`src/rtl/mem_access_pkg.sv`:
```
// Shared definitions for the memory-stage access unit: dreq_info field
// encodings and the access FSM state type.
package mem_access_pkg;

  localparam logic [1:0] SIZE_B = 2'd0;
  localparam logic [1:0] SIZE_H = 2'd1;
  localparam logic [1:0] SIZE_W = 2'd2;
  localparam logic [1:0] SIZE_D = 2'd3;

  // dreq_info[2]: 1 = zero-extend load data
  localparam int unsigned INFO_UNSIGNED = 2;

  typedef enum logic [1:0] {
    IDLE  = 2'd0,
    BUSY  = 2'd1,
    DONE  = 2'd2,
    DRAIN = 2'd3
  } mem_state_t;

endpackage

```
`src/rtl/mem_access_align.sv`:
```
// Combinational byte-lane helper: store strobe/shift and misalign detection
// for a presented access, plus load extract/extend for a returned word.
module mem_align
  import mem_access_pkg::*;
#(
  parameter int unsigned XLEN        = 64,
  parameter bit          ALIGN_CHECK = 1'b1
) (
  input  logic [$clog2(XLEN/8)-1:0] offset,
  input  logic [1:0]                size,
  input  logic [XLEN-1:0]           wdata,
  output logic [XLEN/8-1:0]         strobe,
  output logic [XLEN-1:0]           wdata_lane,
  output logic                      misaligned,
  input  logic [$clog2(XLEN/8)-1:0] ld_offset,
  input  logic [1:0]                ld_size,
  input  logic                      ld_unsigned,
  input  logic [XLEN-1:0]           rdata,
  output logic [XLEN-1:0]           ld_data
);
  localparam int unsigned STRB_W = XLEN / 8;

  logic [XLEN-1:0] shifted;
  logic            mis_raw;

  always_comb begin
    wdata_lane = wdata << {offset, 3'b000};
    strobe     = '1;
    mis_raw    = 1'b0;
    case (size)
      SIZE_B: strobe = STRB_W'(1) << offset;
      SIZE_H: begin
        strobe  = STRB_W'(3) << offset;
        mis_raw = offset[0];
      end
      SIZE_W: begin
        strobe  = STRB_W'(4'hF) << offset;
        mis_raw = |offset[1:0];
      end
      default: mis_raw = |offset;
    endcase
    misaligned = ALIGN_CHECK && mis_raw;
  end

  always_comb begin
    shifted = rdata >> {ld_offset, 3'b000};
    case (ld_size)
      SIZE_B:  ld_data = {{(XLEN-8){~ld_unsigned & shifted[7]}}, shifted[7:0]};
      SIZE_H:  ld_data = {{(XLEN-16){~ld_unsigned & shifted[15]}}, shifted[15:0]};
      SIZE_W:  ld_data = {{(XLEN-32){~ld_unsigned & shifted[31]}}, shifted[31:0]};
      default: ld_data = shifted;
    endcase
  end

endmodule

```
`src/rtl/mem_access.sv`:
```
// Memory-stage access unit: issues one bus transaction per load/store,
// stalls the pipeline while it is outstanding and forms the write-back value.
module mem_access
  import mem_access_pkg::*;
#(
  parameter int unsigned XLEN             = 64,
  parameter bit          ADDR_ALIGN_CHECK = 1'b1
) (
  input  logic              clk,
  input  logic              rst,
  input  logic              flush,
  input  logic              hold_i,
  input  logic              DMre_i,
  input  logic              DMwe_i,
  input  logic [2:0]        dreq_info_i,
  input  logic [XLEN-1:0]   mem_addr_i,
  input  logic [XLEN-1:0]   mem_wdata_i,
  input  logic [XLEN-1:0]   rd_wdata_i,
  output logic              dreq_valid,
  output logic              dreq_write,
  output logic [XLEN-1:0]   dreq_addr,
  output logic [1:0]        dreq_size,
  output logic [XLEN/8-1:0] dreq_strobe,
  output logic [XLEN-1:0]   dreq_data,
  input  logic              dresp_data_ok,
  input  logic [XLEN-1:0]   dresp_data,
  output logic              stall_req,
  output logic [XLEN-1:0]   wb_data_o,
  output logic              misalign_o
);
  localparam int unsigned OFFW = $clog2(XLEN/8);

  mem_state_t        state, state_next;
  logic              ld_unsigned;
  logic [XLEN-1:0]   ld_data, ld_data_q, wdata_lane;
  logic [XLEN/8-1:0] strobe;
  logic              misaligned, mem_op, op;

  mem_align #(.XLEN(XLEN), .ALIGN_CHECK(ADDR_ALIGN_CHECK)) u_align (
    .offset      (mem_addr_i[OFFW-1:0]),
    .size        (dreq_info_i[1:0]),
    .wdata       (mem_wdata_i),
    .strobe      (strobe),
    .wdata_lane  (wdata_lane),
    .misaligned  (misaligned),
    .ld_offset   (dreq_addr[OFFW-1:0]),
    .ld_size     (dreq_size),
    .ld_unsigned (ld_unsigned),
    .rdata       (dresp_data),
    .ld_data     (ld_data)
  );

  assign mem_op = DMre_i | DMwe_i;
  assign op     = mem_op & ~misaligned & ~flush;

  always_ff @(posedge clk) begin
    if (rst) state <= IDLE;
    else     state <= state_next;
  end

  always_comb begin
    state_next = state;
    unique case (state)
      IDLE:  if (op) state_next = BUSY;
      // A flushed access still has to finish on the bus before we go idle.
      BUSY:  if (dresp_data_ok) state_next = flush ? IDLE : DONE;
             else if (flush)    state_next = DRAIN;
      DONE:  if (flush || !hold_i) state_next = IDLE;
      DRAIN: if (dresp_data_ok) state_next = IDLE;
    endcase
  end

  always_comb begin
    dreq_valid = 1'b0;
    stall_req  = 1'b0;
    misalign_o = 1'b0;
    wb_data_o  = rd_wdata_i;
    unique case (state)
      IDLE: begin
        stall_req  = op;
        misalign_o = mem_op & misaligned & ~flush;
      end
      BUSY: begin
        dreq_valid = 1'b1;
        stall_req  = 1'b1;
      end
      DONE: if (!dreq_write) wb_data_o = ld_data_q;
      DRAIN: begin
        dreq_valid = 1'b1;
        stall_req  = op;
        misalign_o = mem_op & misaligned & ~flush;
      end
    endcase
    if (misalign_o) wb_data_o = '0;
  end

  always_ff @(posedge clk) begin
    if (rst) begin
      dreq_write  <= 1'b0;
      dreq_addr   <= '0;
      dreq_size   <= '0;
      dreq_strobe <= '0;
      dreq_data   <= '0;
      ld_unsigned <= 1'b0;
      ld_data_q   <= '0;
    end else begin
      if (state == IDLE && op) begin
        dreq_write  <= DMwe_i;
        dreq_addr   <= mem_addr_i;
        dreq_size   <= dreq_info_i[1:0];
        dreq_strobe <= strobe;
        dreq_data   <= wdata_lane;
        ld_unsigned <= dreq_info_i[INFO_UNSIGNED];
      end
      if (state == BUSY && dresp_data_ok) ld_data_q <= ld_data;
    end
  end

endmodule

```
`config.mk`:
```
export PLATFORM = sky130hd
export DESIGN_NAME = mem_access
export DESIGN_NICKNAME = d
export VERILOG_FILES = /design/src/rtl/mem_access_pkg.sv /design/src/rtl/mem_access_align.sv /design/src/rtl/mem_access.sv
export SDC_FILE = /design/constraint.sdc
export NUM_CORES = 1
export LEC_CHECK = 0
export BUFFER_PORTS_ARGS = -buffer_cell sky130_fd_sc_hd__buf_2
export CELL_PAD_IN_SITES_DETAIL_PLACEMENT = 0
export CELL_PAD_IN_SITES_GLOBAL_PLACEMENT = 1
export CORE_MARGIN = 4
export CORE_UTILIZATION = 38
export CTS_CLUSTER_SIZE = 30
export DETAILED_ROUTE_END_ITERATION = 10
export PLACE_DENSITY_LB_ADDON = 0.08
export SLEW_MARGIN = 25
export SYNTH_ARGS = -nofsm -noshare
export SYNTH_HDL_FRONTEND = slang
export SYNTH_SLANG_ARGS = --single-unit
export TNS_END_PERCENT = 100
```
`constraint.sdc`:
```
create_clock -name clk -period 3.4 [get_ports clk]
set_clock_uncertainty 0.1 [all_clocks]
set_input_delay 0.17 -clock clk [delete_from_list [all_inputs] [get_ports clk]]
set_output_delay 0.17 -clock clk [all_outputs]
set_load 0.02 [all_outputs]
```
==> impl_metrics.csv <==
group,metric,value,unit
finish,fin_area,0.01635,mm²
finish,area_delta_synth_final,34.69,%
clock_tree,cts_buffer_depth,3,
timing,relSlewSlack,36.95,%
synth,yosysUniqueCellTypes,63,
placed_design,io_buffers,471,
global_routing,grt_pass1_vias,12790,
synth,synthTopCellsByArea,"dfxtp_1 34%, mux2i_1 12%, nand2_1 11%",
worst_setup_path,worstPathRequired,3130,ps
route,met3_wirelength,3.689,mm
placed_design,place_congestion,0.8856,
global_routing,antenna_found_initial,6,
global_routing,grt_max_degree,81,
timing,fin_crit_sh,87.71,%
pwr,power_density,468.3,mW/mm²
timing,tns,0,ps
finish,drive_gt1_share,31.06,%
timing,slew_violations,0,
synth,netlist_area,0.01214,mm²
clock_tree,cts_buffers,24,
min_path,min_path_cells,2,
worst_setup_path,cp.arrival,2710,ps
synth,synth.top_cell.area_share,33.97,%
route,ant_nets,0,
pwr,vdd_ir_drop_max,0.3617,mV
clock_tree,clock_latency,510,ps
timing,setup_viol,0,
finish,final_common_cell,"buf_2",
global_routing,grt_use_total,25.66,%
synth,ys_ff_latch,206,
worst_setup_path,rr_endpoint,"ld_data_q[60]",
clock_tree,htreeDepth,1,
clock_tree,hold_buffers,92,
route,drt-initial-drc-count,908,
min_path,min_to,"dreq_data[26]",
synth,synth_edf_count,0,
clock_tree,cts_tree,"done",
route,vias_per_cell,5.473,
clock_tree,cts_setup_buffers,0,
route,routed-wl-met2,22.99,mm
synth,yosysTopAreaCell,"dfxtp_1",
worst_setup_path,crit_slowest_cell,"dlygate4sd3_1",
worst_setup_path,cp_num_cells,9,
floorplan,die-area,0.03487,mm²
route,wl_per_cell,20.11,µm
min_path,hp-class,"input pin to flop",
synth,async_reset_ff_share,0,%
worst_setup_path,critPathBufInv,4,
timing,fmax,0.3353,GHz
worst_setup_path,cp_cell_sequence,"dlygate4sd3_1 -> buf_2 -> ha_1 -> a21oi_1 -> o21a_1 -> nor3_2 -> buf_4 -> a21oi_1 -> buf_2",
pwr,p_total,7.657,mW
flow_run,maxCapViolCount,0,
synth,ys.warnings.count,0,
floorplan,core-area,0.03156,mm²
global_routing,grt_pass1_wl,73.52,mm
floorplan,die_x,186.7,µm
clock_tree,clockRootBuffer,"clkbuf_16",
worst_setup_path,worst_r2r_path_depth,5,
floorplan,initial_utilization,38.47,%
clock_tree,clk_pin_slew_worst_paths,60,ps
min_path,min-delay-start,"rst",
worst_setup_path,endpoint_kind,"output pin",
route,top_layer,"met5",
synth,seq_area_frac_synth,33.97,%
global_routing,grt.overflow.total,0,
route,first_pass_iters,5,
route,vias,12980,
timing,rsz0062_at_grt,"false",
route,wl_met1,19.24,mm
placed_design,hpwl,33.93,mm
worst_setup_path,max_stage_delay,560,ps
placed_design,postPlaceCellArea,0.01464,mm²
timing,tightest_slew,945.8,ps
floorplan,ios,472,
worst_setup_path,r2r-start,"dreq_addr[1]",
floorplan,row_count,65,
synth,syn_area_per_cell,8.208,µm²
route,drt-total-wl,47.71,mm
timing,layout_min_cycle_time,2982,ps
pwr,leakagePower,7.002,nW
clock_tree,cts_resized,0,
route,drc,0,
worst_setup_path,cp_top_family,"buffers and inverters",
floorplan,dieHeight,186.7,µm
timing,hold_viol,0,
worst_setup_path,startpoint_type,"input pin",
synth,synth_cells,1479,
worst_setup_path,crit_fanout,65,
finish,nets,2224,
clock_tree,clock_sinks,206,
worst_setup_path,r2r_slack,830,ps
synth,ys.flop_type,"dfxtp_1",
finish,final_cell_mix,"468 x buf_2, 342 x nand2_1, 203 x dfxtp_1, 164 x a21oi_1, 140 x mux2i_1",
synth,syn-num-nets,1754,
status,run_status,"completed",
worst_setup_path,crit_type,"input pin to output pin",
[cells in the mapped netlist (all sizes together), types with 8 or more instances]
library cell and count:
a211oi 32, a21oi 164, a221oi 8, a22o 8, a311oi 16, a31oi 17, a41oi 33, buf 74
clkbuf 73, dfxtp 206, ha 9, inv 9, mux2 14, mux2i 140, mux4 31, nand2 342
nand2b 13, nand3b 12, nor2 71, nor2b 15, nor3 18, o21ai 49, o2bb2ai 23, or2 17
[worst reg2reg max path: stages (launching register included)]
cell and delay, ps:
dfxtp_4 880, mux2i_1 440, a22oi_1 170, nand4_1 110
buf_4 490, a41oi_1 220
[worst max-delay path by stage]
stage,from,to,slack (ps)
floorplan,dreq_addr[0],ld_data_q[22],1350
global placement,dreq_info_i[1],dreq_data[15],760
detailed placement,dreq_info_i[0],dreq_data[61],680
CTS,dreq_info_i[1],wb_data_o[32],410
global route,dreq_info_i[1],wb_data_o[42],210
finish,dreq_info_i[0],wb_data_o[32],420
[power breakdown]
| group | internal, mW | total [mW] | switching, mW |
|---|---|---|---|
| clock network | 1.55 | 2.58 | 1.03 |
| registers | 2.66 | 2.85 | 0.186 |
| logic | 0.877 | 2.23 | 1.35 |
[state kept, by name, indices dropped and copies added, names as in the netlist]
register,flops
dreq_addr,64
ld_data_q,64
dreq_data,64
state,2
dreq_size,2
dreq_strobe,8
dreq_write,1
ld_unsigned,1
[kinds of logic after synthesis]
family                   after synthesis  synth area share, %
AO/OA/AOI/OAI                        397                21.36
adder cells (fa/ha/maj)                9               0.9277
buffers and inverters                156                5.937
flip-flops                           206                33.97
multiplexers                         185                18.59
AND/OR/NAND/NOR                      526                19.21
[layer usage]
| layer | vias up | GRT usage [%] |
|---|---|---|
| li1 | 6295 | - |
| met1 | 6052 | 31.94 |
| met2 | 529 | 43.65 |
| met3 | 103 | 5.930 |
| met4 | 4 | 9.243 |
| met5 | - | 0 |
[cell type report]
| cell class | count | area [µm²] |
|---|---|---|
| tap | 402 | 503.0 |
| inverter | 9 | 33.78 |
| fill | 3101 | 15200 |
| clock buffer | 34 | 689.4 |
| timing repair buffer | 591 | 3546 |
| antenna | 6 | 15.01 |
| multi-input combinational | 1117 | 7346 |
| sequential | 206 | 4133 |
| clock inverter | 7 | 85.08 |
[stage by stage]
| stage | util (%) | hold WS [ps] | cells | setup WS, ps |
|---|---|---|---|---|
| finish | 51.82 | 16.07 | 2372 | 417.9 |
| detailed placement | 46.39 | 315.2 | 2233 | 677.6 |
| floorplan | - | 203.0 | 1479 | 1347 |
| global route | 51.80 | 36.13 | 2370 | 209.6 |
| global placement | 46.39 | 309.8 | 2233 | 764.6 |
| CTS | 51.76 | 11.97 | 2366 | 405.7 |
No activity file was read; power rests on OpenSTA's default activity.
